File: config.mk
export PLATFORM = sky130hd
export DESIGN_NAME = modulo_arbitro_buffer_rolhas
export DESIGN_NICKNAME = d
export VERILOG_FILES = /design/src/rtl/modulo_arbitro_buffer_rolhas_pkg.sv /design/src/rtl/modulo_arbitro_buffer_rolhas_passos.sv /design/src/rtl/modulo_arbitro_buffer_rolhas.sv
export SDC_FILE = /design/constraint.sdc
export NUM_CORES = 1
export LEC_CHECK = 0
export CAP_MARGIN = 20
export CORE_UTILIZATION = 32
export DETAILED_ROUTE_END_ITERATION = 7
export DONT_BUFFER_PORTS = 1
export PLACE_DENSITY = 0.49
export RECOVER_POWER = 100
export REMOVE_ABC_BUFFERS = 1
export SKIP_CTS_REPAIR_TIMING = 1
export SLEW_MARGIN = 0
export SYNTH_ARGS = -nofsm -noshare
export SYNTH_HDL_FRONTEND = slang
export SYNTH_HIERARCHICAL = 1
export SYNTH_SLANG_ARGS = --single-unit
export TNS_END_PERCENT = 1
File: constraint.sdc
create_clock -name clk -period 2.81 [get_ports clk]
set_input_delay 0 -clock clk [delete_from_list [all_inputs] [get_ports clk]]
set_output_delay 0 -clock clk [all_outputs]
set_load 0.02 [all_outputs]
File: src/rtl/modulo_arbitro_buffer_rolhas_pkg.sv
// Shared constants, state codes and elaboration helpers for the cork buffer arbiter.
// The display encoders and the filling FSM use the same capacities and state codes.
package modulo_arbitro_buffer_rolhas_pkg;

  localparam int W_SEC_DEF        = 7;
  localparam int W_PRI_DEF        = 5;
  localparam int MAX_SEC_DEF      = 99;
  localparam int MAX_PRI_DEF      = 31;
  localparam int TRANSFER_QTY_DEF = 20;
  localparam int MIN_PRI_DEF      = 5;

  typedef enum logic [1:0] {
    ST_IDLE     = 2'b00,
    ST_TRANSFER = 2'b01,
    ST_LOAD     = 2'b10,
    ST_DONE     = 2'b11
  } estado_t;

  // A transfer that starts at the low-water mark must never overflow the main buffer.
  function automatic bit transfer_cabe(input int min_pri, input int qty, input int max_pri);
    return (min_pri + qty) <= max_pri;
  endfunction

  function automatic bit capacidade_cabe(input int max_val, input int width);
    return (max_val >= 1) && (max_val < (1 << width));
  endfunction

endpackage

File: src/rtl/modulo_arbitro_buffer_rolhas_passos.sv
// Loadable step down-counter pacing TRANSFER and LOAD moves.
// 'last' marks the final step so the mover leaves on the cycle the count reaches zero.
module modulo_contador_passos #(
  parameter int W = 7
) (
  input  logic         clk,
  input  logic         clr,
  input  logic         load,
  input  logic         en,
  input  logic [W-1:0] load_val,
  output logic         zero,
  output logic         last
);

  logic [W-1:0] count_reg;
  logic [W-1:0] count_next;

  always_comb begin
    count_next = count_reg;
    if (load) begin
      count_next = load_val;
    end else if (en && (count_reg != '0)) begin
      count_next = count_reg - W'(1);
    end
  end

  always_ff @(posedge clk or negedge clr) begin
    if (!clr) begin
      count_reg <= '0;
    end else begin
      count_reg <= count_next;
    end
  end

  assign zero = (count_reg == '0);
  assign last = (count_reg == W'(1));

endmodule

File: src/rtl/modulo_arbitro_buffer_rolhas.sv
// Single owner of the secondary (operator refill) and main (sealer) cork counts.
// Grants one mover at a time and applies sealing consumption in every state.
module modulo_arbitro_buffer_rolhas
  import modulo_arbitro_buffer_rolhas_pkg::*;
#(
  parameter int W_SEC        = W_SEC_DEF,
  parameter int W_PRI        = W_PRI_DEF,
  parameter int MAX_SEC      = MAX_SEC_DEF,
  parameter int MAX_PRI      = MAX_PRI_DEF,
  parameter int TRANSFER_QTY = TRANSFER_QTY_DEF,
  parameter int MIN_PRI      = MIN_PRI_DEF
) (
  input  logic             clk,
  input  logic             clr,
  input  logic             enable,
  input  logic             seal_pulse,
  input  logic             op_req,
  input  logic [W_SEC-1:0] op_qty,
  output logic             op_ack,
  output logic             op_reject,
  output logic [W_SEC-1:0] sec_count,
  output logic [W_PRI-1:0] pri_count,
  output logic             busy,
  output logic             xfer_active,
  output logic             ro,
  output logic             seal_err,
  output logic [1:0]       state
);

  if (!transfer_cabe(MIN_PRI, TRANSFER_QTY, MAX_PRI)) begin : g_chk_transfer
    $error("MIN_PRI + TRANSFER_QTY exceeds MAX_PRI");
  end
  if (!capacidade_cabe(MAX_SEC, W_SEC) || !capacidade_cabe(MAX_PRI, W_PRI)) begin : g_chk_width
    $error("capacity does not fit its counter width");
  end
  if (TRANSFER_QTY < 1 || TRANSFER_QTY > MAX_SEC) begin : g_chk_qty
    $error("TRANSFER_QTY out of range");
  end

  localparam logic [W_SEC-1:0] XFER_QTY_V = W_SEC'(TRANSFER_QTY);
  localparam logic [W_PRI-1:0] MIN_PRI_V  = W_PRI'(MIN_PRI);
  localparam logic [W_SEC:0]   MAX_SEC_W  = (W_SEC+1)'(MAX_SEC);

  estado_t          state_reg, state_next;
  logic [W_SEC-1:0] sec_reg, sec_next;
  logic [W_PRI-1:0] pri_reg, pri_next;
  logic             cd_reg, cd_next;

  logic             step_load, step_en, step_zero, step_last;
  logic [W_SEC-1:0] step_load_val;

  logic             xfer_cond, op_fits;
  logic [W_SEC:0]   sec_sum;
  logic             sec_inc, sec_dec, pri_inc, seal_take;
  logic             ack_int, reject_int;

  modulo_contador_passos #(.W(W_SEC)) u_passos (
    .clk      (clk),
    .clr      (clr),
    .load     (step_load),
    .en       (step_en),
    .load_val (step_load_val),
    .zero     (step_zero),
    .last     (step_last)
  );

  // Sum is one bit wider so offers that would exceed the display limit are caught, not wrapped.
  assign sec_sum   = {1'b0, sec_reg} + {1'b0, op_qty};
  assign op_fits   = (op_qty != '0) && (sec_sum <= MAX_SEC_W);
  assign xfer_cond = (pri_reg <= MIN_PRI_V) && (sec_reg >= XFER_QTY_V);
  assign seal_take = seal_pulse && (pri_reg != '0);

  always_comb begin
    state_next    = state_reg;
    cd_next       = 1'b0;
    ack_int       = 1'b0;
    reject_int    = 1'b0;
    step_load     = 1'b0;
    step_en       = 1'b0;
    step_load_val = '0;
    sec_inc       = 1'b0;
    sec_dec       = 1'b0;
    pri_inc       = 1'b0;
    case (state_reg)
      ST_IDLE: begin
        if (enable) begin
          if (xfer_cond) begin
            state_next    = ST_TRANSFER;
            step_load     = 1'b1;
            step_load_val = XFER_QTY_V;
          end else if (op_req && op_fits) begin
            ack_int       = 1'b1;
            state_next    = ST_LOAD;
            step_load     = 1'b1;
            step_load_val = op_qty;
          end else if (op_req && !cd_reg) begin
            // Cooldown flag halves the reject rate while a refused request is held.
            reject_int = 1'b1;
            cd_next    = 1'b1;
          end
        end
      end
      ST_TRANSFER: begin
        sec_dec = 1'b1;
        pri_inc = 1'b1;
        step_en = 1'b1;
        if (step_last) state_next = ST_DONE;
      end
      ST_LOAD: begin
        sec_inc = 1'b1;
        step_en = 1'b1;
        if (step_last) state_next = ST_DONE;
      end
      ST_DONE: begin
        state_next = ST_IDLE;
      end
      default: begin
        state_next = ST_IDLE;
      end
    endcase
  end

  always_comb begin
    sec_next = sec_reg;
    if (sec_inc) begin
      sec_next = sec_reg + W_SEC'(1);
    end else if (sec_dec) begin
      sec_next = sec_reg - W_SEC'(1);
    end
  end

  // A transfer step and a seal in the same cycle cancel on the main buffer.
  always_comb begin
    pri_next = pri_reg;
    case ({pri_inc, seal_take})
      2'b10:   pri_next = pri_reg + W_PRI'(1);
      2'b01:   pri_next = pri_reg - W_PRI'(1);
      default: pri_next = pri_reg;
    endcase
  end

  always_ff @(posedge clk or negedge clr) begin
    if (!clr) begin
      state_reg <= ST_IDLE;
      sec_reg   <= '0;
      pri_reg   <= '0;
      cd_reg    <= 1'b0;
    end else begin
      state_reg <= state_next;
      sec_reg   <= sec_next;
      pri_reg   <= pri_next;
      cd_reg    <= cd_next;
    end
  end

  // Pulses are forced low while reset is held, even if requests are already present.
  assign op_ack      = clr & ack_int;
  assign op_reject   = clr & reject_int;
  assign seal_err    = clr & seal_pulse & (pri_reg == '0);
  assign sec_count   = sec_reg;
  assign pri_count   = pri_reg;
  assign busy        = (state_reg != ST_IDLE);
  assign xfer_active = (state_reg == ST_TRANSFER);
  assign ro          = (pri_reg == '0);
  assign state       = state_reg;

  a_sec_max: assert property (@(posedge clk) disable iff (!clr) sec_reg <= W_SEC'(MAX_SEC));
  a_pri_max: assert property (@(posedge clk) disable iff (!clr) pri_reg <= W_PRI'(MAX_PRI));
  a_ack_rej: assert property (@(posedge clk) disable iff (!clr) !(op_ack && op_reject));
  a_ack_load: assert property (@(posedge clk) disable iff (!clr) op_ack |=> (state_reg == ST_LOAD));
  a_step_live: assert property (@(posedge clk) disable iff (!clr)
                 (state_reg == ST_TRANSFER || state_reg == ST_LOAD) |-> !step_zero);

endmodule

* Word-level counts from Yosys, hierarchy flattened
Index checks and enable logic that the tools add are counted.
** Cells by class
- Add/subtract/negate cells :: 6
- Multiply operators :: 0
- Div/mod/pow operators :: 0
- $lt $le $gt $ge :: 3
- Equality and inequality tests :: 9
- Shift operators :: 0
- Multiplexer cells :: 29
- Bitwise logic cells :: 4
- Reduce and logical (&&, ||, !) cells :: 18
** Operators with widths (count)
- two-way mux 7 bit :: 8
- two-way mux 1 bit :: 15
- nonzero test 7 bit :: 2
- subtractor 7 x 1 -> 7 bit, second input constant :: 2
- case mux 5 bit (2 select lines) :: 1
- adder 7 x 7 -> 8 bit :: 1
- <= comparator 8 x 7 -> 1 bit, second input constant :: 1
- two-way mux 2 bit :: 4
- nonzero test 2 bit :: 4
- adder 7 x 1 -> 7 bit, second input constant :: 1
- == test 7 x 1 -> 1 bit, second input constant :: 1
- >= comparator 7 x 5 -> 1 bit, second input constant :: 1
- == test 2 bit, second input constant :: 3
- logical AND 1 bit :: 6
- case mux 2 bit (3 select lines) :: 1
- adder 5 x 1 -> 5 bit, second input constant :: 1
- <= comparator 5 x 3 -> 1 bit, second input constant :: 1
- logical NOT 5 bit :: 1
- nonzero test 5 bit :: 1
- subtractor 5 x 1 -> 5 bit, second input constant :: 1
- bitwise AND 1 bit :: 4
- == test 2 x 1 -> 1 bit, second input constant :: 2
- inequality test 3 bit, second input constant :: 1
- AND reduction 3 bit :: 1
- other kinds (5) :: 5
** Storage, ports and cells
- Flip-flop bits (word level) :: 22
- Latch bits :: 0
- Memory bits (writable) :: 0
- ROM bits :: 0
- Input port bits :: 12
- Output and inout bits :: 20
- Memories kept :: 0

* Longest topological paths before layout
Gate-level depths: netlist of the first run.
- Word-level depth :: 9
- Mapped depth :: 13
- Mapped depth without buffers :: 12

* Modules after synthesis
Netlist of the first run, hierarchy kept.
** Modules (own cells, without submodules)
- modulo_arbitro_buffer_rolhas :: times used 1, cells an instance 172, area an instance 1532.7 µm², seq. area each 375.4 µm²
- modulo_contador_passos :: times used 1, cells an instance 59, area an instance 505.5 µm², seq. area each 175.2 µm²

* Worst setup path after synthesis of the first run
Ideal clock, no wire load.
- Kind :: reg2reg
- Start :: register sec_reg[0], in the netlist sec_count[0]
- End :: register u_passos.count_reg[1]
- Setup time :: 0.147 ns
- Arrival :: 2.981 ns
- Path slack :: -0.318 ns
- Cell stages (with the launch flop) :: 14
- Buffers on the path :: 1
- Path through :: dfrtp_1 > ha_1 > inv_1 > fa_1 > nand2b_1 > a21oi_1 > nor4_1 > a2111oi_4 > nor2_1 > o31ai_1 > clkbuf_1 > nor2_1 > o211ai_1 > o311ai_0
** Between the ends
- Cells in the longest elaborated chain, start to end :: 9
** Ends and longest elaborated chain
- start: declaration :: line modulo_arbitro_buffer_rolhas.sv:45 : logic [W_SEC-1:0] sec_reg, sec_next;
- start signal: assignment :: line modulo_arbitro_buffer_rolhas.sv:150 : sec_reg <= sec_next;
- adder 7 x 7 -> 8 bit :: line modulo_arbitro_buffer_rolhas.sv:68 : assign sec_sum = {1'b0, sec_reg} + {1'b0, op_qty};
- <= comparator 8 x 7 -> 1 bit :: line modulo_arbitro_buffer_rolhas.sv:69 : assign op_fits = (op_qty != '0) && (sec_sum <= MAX_SEC_W);
- logical AND 1 bit :: line modulo_arbitro_buffer_rolhas.sv:69
- logical AND 1 bit :: line modulo_arbitro_buffer_rolhas.sv:91 : end else if (op_req && op_fits) begin
- two-way mux 1 bit :: line modulo_arbitro_buffer_rolhas.sv:91
- two-way mux 1 bit * :: line modulo_arbitro_buffer_rolhas.sv:87 : if (xfer_cond) begin
- two-way mux 1 bit * :: line modulo_arbitro_buffer_rolhas.sv:86 : if (enable) begin
- two-way mux 1 bit * :: line modulo_arbitro_buffer_rolhas.sv:84 : case (state_reg)
- named net step_load :: line modulo_arbitro_buffer_rolhas.sv:49 : logic step_load, step_en, step_zero, step_last;
- two-way mux 7 bit or nonzero test 2 bit (tied branches)
- end signal: assignment :: line modulo_arbitro_buffer_rolhas_passos.sv:31 : count_reg <= count_next;
- end: declaration :: line modulo_arbitro_buffer_rolhas_passos.sv:15 : logic [W-1:0] count_reg;
Mark *: on every way through the listed nets, which the timed path passes. The rest lies on a longest branch.
A chain may end at the register's enable or synchronous reset.

* Worst setup path after layout of the first run
- Start :: register sec_reg[0], in the netlist sec_count[0]
- End :: register u_passos.count_reg[4]
The elaborated chain is that of the path after synthesis.

==> results of run 1 <==
-- layer usage --
layer | GRT usage | up-vias | wire length (um) | part of all wire
met5 | 0 | - | 0 | 0
met4 | 0.0158 | 0 | 15 | 0.0030
met3 | 0.0389 | 2 | 188 | 0.038
met2 | 0.262 | 25 | 2370 | 0.48
met1 | 0.207 | 843 | 2370 | 0.48
li1 | - | 884 | - | -
-- final cells by class --
class	instances	area, sq um
flip-flops and latches	22	551
fillers	632	3670
clock buffers	3	41.3
inverters	19	71.3
repair buffers	31	181
well taps	75	93.8
multi-input cells	182	1420
-- worst min path at each step --
stage                                 end  slack, ns  depth (start not counted)
finish              u_passos/count_reg[2]       0.05                          4
global route        u_passos/count_reg[5]       0.06                          3
CTS                 u_passos/count_reg[3]      -0.59                          0
detailed placement  u_passos/count_reg[3]      -0.29                          0
global placement    u_passos/count_reg[5]      -0.29                          0
floorplan                          cd_reg      -0.30                          0
-- power groups by stage --
stage,clock network [W],logic [W],registers (W)
floorplan,0,0.00177,0.000778
global placement,0,0.00260,0.000617
detailed placement,0,0.00262,0.000621
CTS,0.000206,0.00263,0.000615
global route,0.000226,0.00293,0.000634
finish,0.000197,0.00261,0.000608
-- cells in the final DEF, fill, tap and decap left out, types with 4 or more instances in the layout --
| cell | n |
|---|---|
| xnor2_1 | 10 |
| nand2b_1 | 6 |
| nor2_1 | 19 |
| a21o_1 | 6 |
| o211ai_1 | 5 |
| o21ai_0 | 11 |
| ha_1 | 22 |
| mux2i_1 | 6 |
| nand2_1 | 15 |
| clkbuf_1 | 16 |
| dfrtp_1 | 22 |
| and3_2 | 6 |
| nand3_1 | 6 |
| nor3_1 | 4 |
| inv_1 | 18 |
| a21oi_1 | 9 |
| xor2_1 | 4 |
| buf_4 | 12 |
-- through the flow --
| step | total power [W] | setup TNS (ns) | hold slack (ns) | instances |
|---|---|---|---|---|
| after floorplan | 0.00255 | -6.14 | -0.296 | 223 |
| after global placement | 0.00322 | 0 | -0.295 | 323 |
| after detailed placement | 0.00324 | -0.0198 | -0.295 | 323 |
| after CTS | 0.00345 | -0.0618 | -0.585 | 326 |
| after global routing | 0.00379 | -0.00562 | 0.0641 | 332 |
| final | 0.00342 | 0 | 0.0517 | 332 |
-- worst min-delay path, delay by kind of cell --
| kind | cells | cell delay (ns) |
|---|---|---|
| AND/OR/NAND/NOR | 3 | 0.20 |
| AO/OA/AOI/OAI | 1 | 0.07 |
==> results.yml, run 1 <==
critical_path:
  cp_cell_sequence: "ha_1 > inv_1 > fa_1 > nand2b_1 > a21oi_2 > o311a_4 > a2111oi_4 > nor2_2 > o31ai_4 > clkdlybuf4s15_2 > or2_2 > o311ai_1"
  required_ns: 2.98
  path_class: "reg2reg"
  path_max_fanout: 5
  setup.worst_path.start: "sec_count[0]"
  cp.arrival_ns: 2.84
  worstSetupPathDepth: 12
  slowest_delay_ns: 0.37
  critPathTopFamily: "compound AO/OA/AOI/OAI gates"
  r2r_setup_slack_ns: 0.13
  worstReg2RegStart: "sec_count[0]"
  timing.rr.end: "u_passos/count_reg[4]"
  r2r_cells: 12
  cp-start-kind: "register"
  cp-endpoint: "u_passos/count_reg[4]"
  crit_slowest_cell: "fa_1"
  crit_buf_inv: 2
  critPathCaptureType: "register"
timing:
  slew_violations: 0
  relSlewSlack: 0.158
  max_freq_mhz: 374
  clock_skew_ns: 0.00686
  tightest_slew_ns: 1.26
  period_needed_ns: 2.68
  fin_ws_ns: 0.134
  rsz0062_at_grt: "yes"
  fin_crit_sh: 0.952
  finalHoldViolCount: 0
  finalSetupViolCount: 0
route:
  ant_nets: 0
  drt_wl_total_um: 4950
  drc: 0
  vias: 1754
  firstDrtPassIters: 4
  wl_per_cell_um: 14.9
  via_per_inst: 5.28
  drt_iter0_drc: 26
min_path:
  min_from: "op_qty[2]"
  hold_path.class: "in2reg"
power:
  vdd_drop_max_mv: 0.858
  switching_power_w: 0.00169
  power_frac_seq: 0.178
  power_frac_comb: 0.765
  clockPowerShare: 0.058
  p_leak_nw: 1.03
  pwr_density_cell_nw_per_um2: 1450
  p_sw_frac: 0.494
  p_int_w: 0.00173
placement:
  dp_hpwl_um: 3800
  place_congestion: 0.833
  postPlaceCellArea_sq_um: 2290
  port_buffers: 0
  dp_slack_ns: -0.0168
yosys:
  ys_warn_count: 6
  syn-instance-count: 230
  synth.avg_cell_area_sq_um: 8.85
  syn_area_sq_um: 2030
die:
  die_w_um: 81.7
  start_util: 0.338
  die_area_sq_um: 6680
  die_h_um: 81.7
  rows: 28
  core-area_sq_um: 6030
  num_io_pins: 32
clock_tree:
  root_buffer: "clkbuf_8"
  clk_pin_slew_ns: 0.08
  cts_tree: "built"
  cts-htree-levels: 1
  clock_latency_ns: 0.26
  cts.sinks: 22
  numCtsBuffers: 3
  clockBufferDepth: 2
flow_run:
  maxCapViolCount: 0
final_layout:
  stdcell_area_sq_um: 2350
  fin_util: 0.391
  diodes: 0
  fin_nets: 296
  area_growth_pct: 15.7
  drive_gt1_frac: 0.156
outcome:
  status: "completed"
global_routing:
  antenna_found_initial: 0
  grt-ovfl-total: 0
  grt_first_pass_wirelength_um: 8070
  grt_pass1_vias: 1677
  grt_max_degree: 26
  track_usage: 0.156
(Power assumes the default switching activity.)
==> inputs of run 2 (changes only) <==
- CORE_UTILIZATION: 32 -> 42
- PLACE_DENSITY: 0.49 -> 0.61
==> results.yml, run 2 (synthesized netlist as in run 1, its figures left out) <==
clock_tree:
  root_buffer: "clkbuf_8"
  clk_pin_slew_ns: 0.08
  cts_tree: "built"
  cts.sinks: 22
  cts-htree-levels: 1
  clock_latency_ns: 0.27
  clockBufferDepth: 2
  numCtsBuffers: 3
route:
  wl_per_cell_um: 15.3
  drc: 0
  vias: 1723
  firstDrtPassIters: 4
  via_per_inst: 5.65
  ant_nets: 0
  drt_iter0_drc: 81
  drt_wl_total_um: 4670
final_layout:
  fin_nets: 291
  seqCellArea_sq_um: 551
  diodes: 0
  multi_input_area_sq_um: 1410
  final_cell_mix: "ha_1 (22), dfrtp_1 (22), nor2_1 (19)"
  fin_util: 0.510
  stdcell_area_sq_um: 2300
  area_growth_pct: 13.0
  drive_gt1_frac: 0.142
  layout.cells.non_filler: 305
  nFillCells: 461
critical_path:
  path_class: "reg2out"
  cp.arrival_ns: 2.64
  required_ns: 2.81
  cp-start-kind: "register"
  critPathCaptureType: "output port"
  path_max_fanout: 8
die:
  num_io_pins: 32
  start_util: 0.452
  die_w_um: 71.6
  rows: 24
  die_area_sq_um: 5130
  die_h_um: 71.6
  core-area_sq_um: 4500
placement:
  dp_slack_ns: -0.0993
  postPlaceCellArea_sq_um: 2240
  placed_cells: 297
  port_buffers: 0
  place_congestion: 0.824
  dp_hpwl_um: 3580
global_routing:
  grtUsageMet1: 0.249
  grtUsageMet3: 0.0394
  antenna_found_initial: 0
  grt-ovfl-total: 0
  grt_pass1_vias: 1619
  grt_first_pass_wirelength_um: 7670
  grt_max_degree: 26
  top_usage_layer: "met2"
  track_usage: 0.190
  gr-usage-met2: 0.322
timing:
  clock_skew_ns: 0.00896
  finalSetupViolCount: 0
  tightest_slew_ns: 1.25
  slew_violations: 0
  fin_crit_sh: 0.938
  relSlewSlack: 0.166
  finalHoldViolCount: 0
  fin_ws_ns: 0.174
  max_freq_mhz: 379
  period_needed_ns: 2.64
min_path:
  hold_path.class: "in2reg"
flow_run:
  maxCapViolCount: 0
outcome:
  status: "completed"
-- run 2: cell type report --
type                    instances  share of cell area
repair buffers                 26              0.0659
flip-flops and latches         22               0.240
clock buffers                   4              0.0240
inverters                      19              0.0310
multi-input cells             182               0.611
well taps                      52              0.0283
-- run 2: per-layer routing --
layer,up-vias,share of wire
met2,27,0.50
li1,878,-
met1,812,0.46
met3,6,0.034
met4,0,0.010
met5,-,0
-- run 2: worst max-delay path: stages (launching register included) --
cell and delay (ns):
dfrtp_1 0.35, ha_1 0.16, inv_1 0.05, fa_1 0.37, nand2b_1 0.17, a21oi_2 0.16
nor4_1 0.09, a2111oi_4 0.37, buf_4 0.18, o21ba_2 0.21, and3_2 0.26
-- run 2: through the flow --
stage,hold WS (ns),TNS (ns)
after floorplan,-0.296,-6.14
after global placement,-0.295,-0.0330
after detailed placement,-0.295,-0.323
after CTS,-0.591,-0.359
after global routing,0.0327,-0.0934
final,0.0327,0
-- run 2: path summary, 6_finish.rpt --
check | from | to | slack (ns) | cells after the start
worst min register to register | cd_reg | cd_reg | 0.52 | 2
max in group asynchronous | clr | sec_count[1] | 1.54 | 2
worst max-delay path | sec_count[0] | op_ack | 0.17 | 10
worst max register to register | sec_count[0] | u_passos/count_reg[1] | 0.18 | 13
worst min-delay path | op_qty[2] | u_passos/count_reg[2] | 0.03 | 4
min in group asynchronous | clr | u_passos/count_reg[4] | 0.53 | 2
Power of run 2 is left out: the tool's default activity adds up to more than one toggle a clock period on the data nets, which glitch-free logic cannot reach.
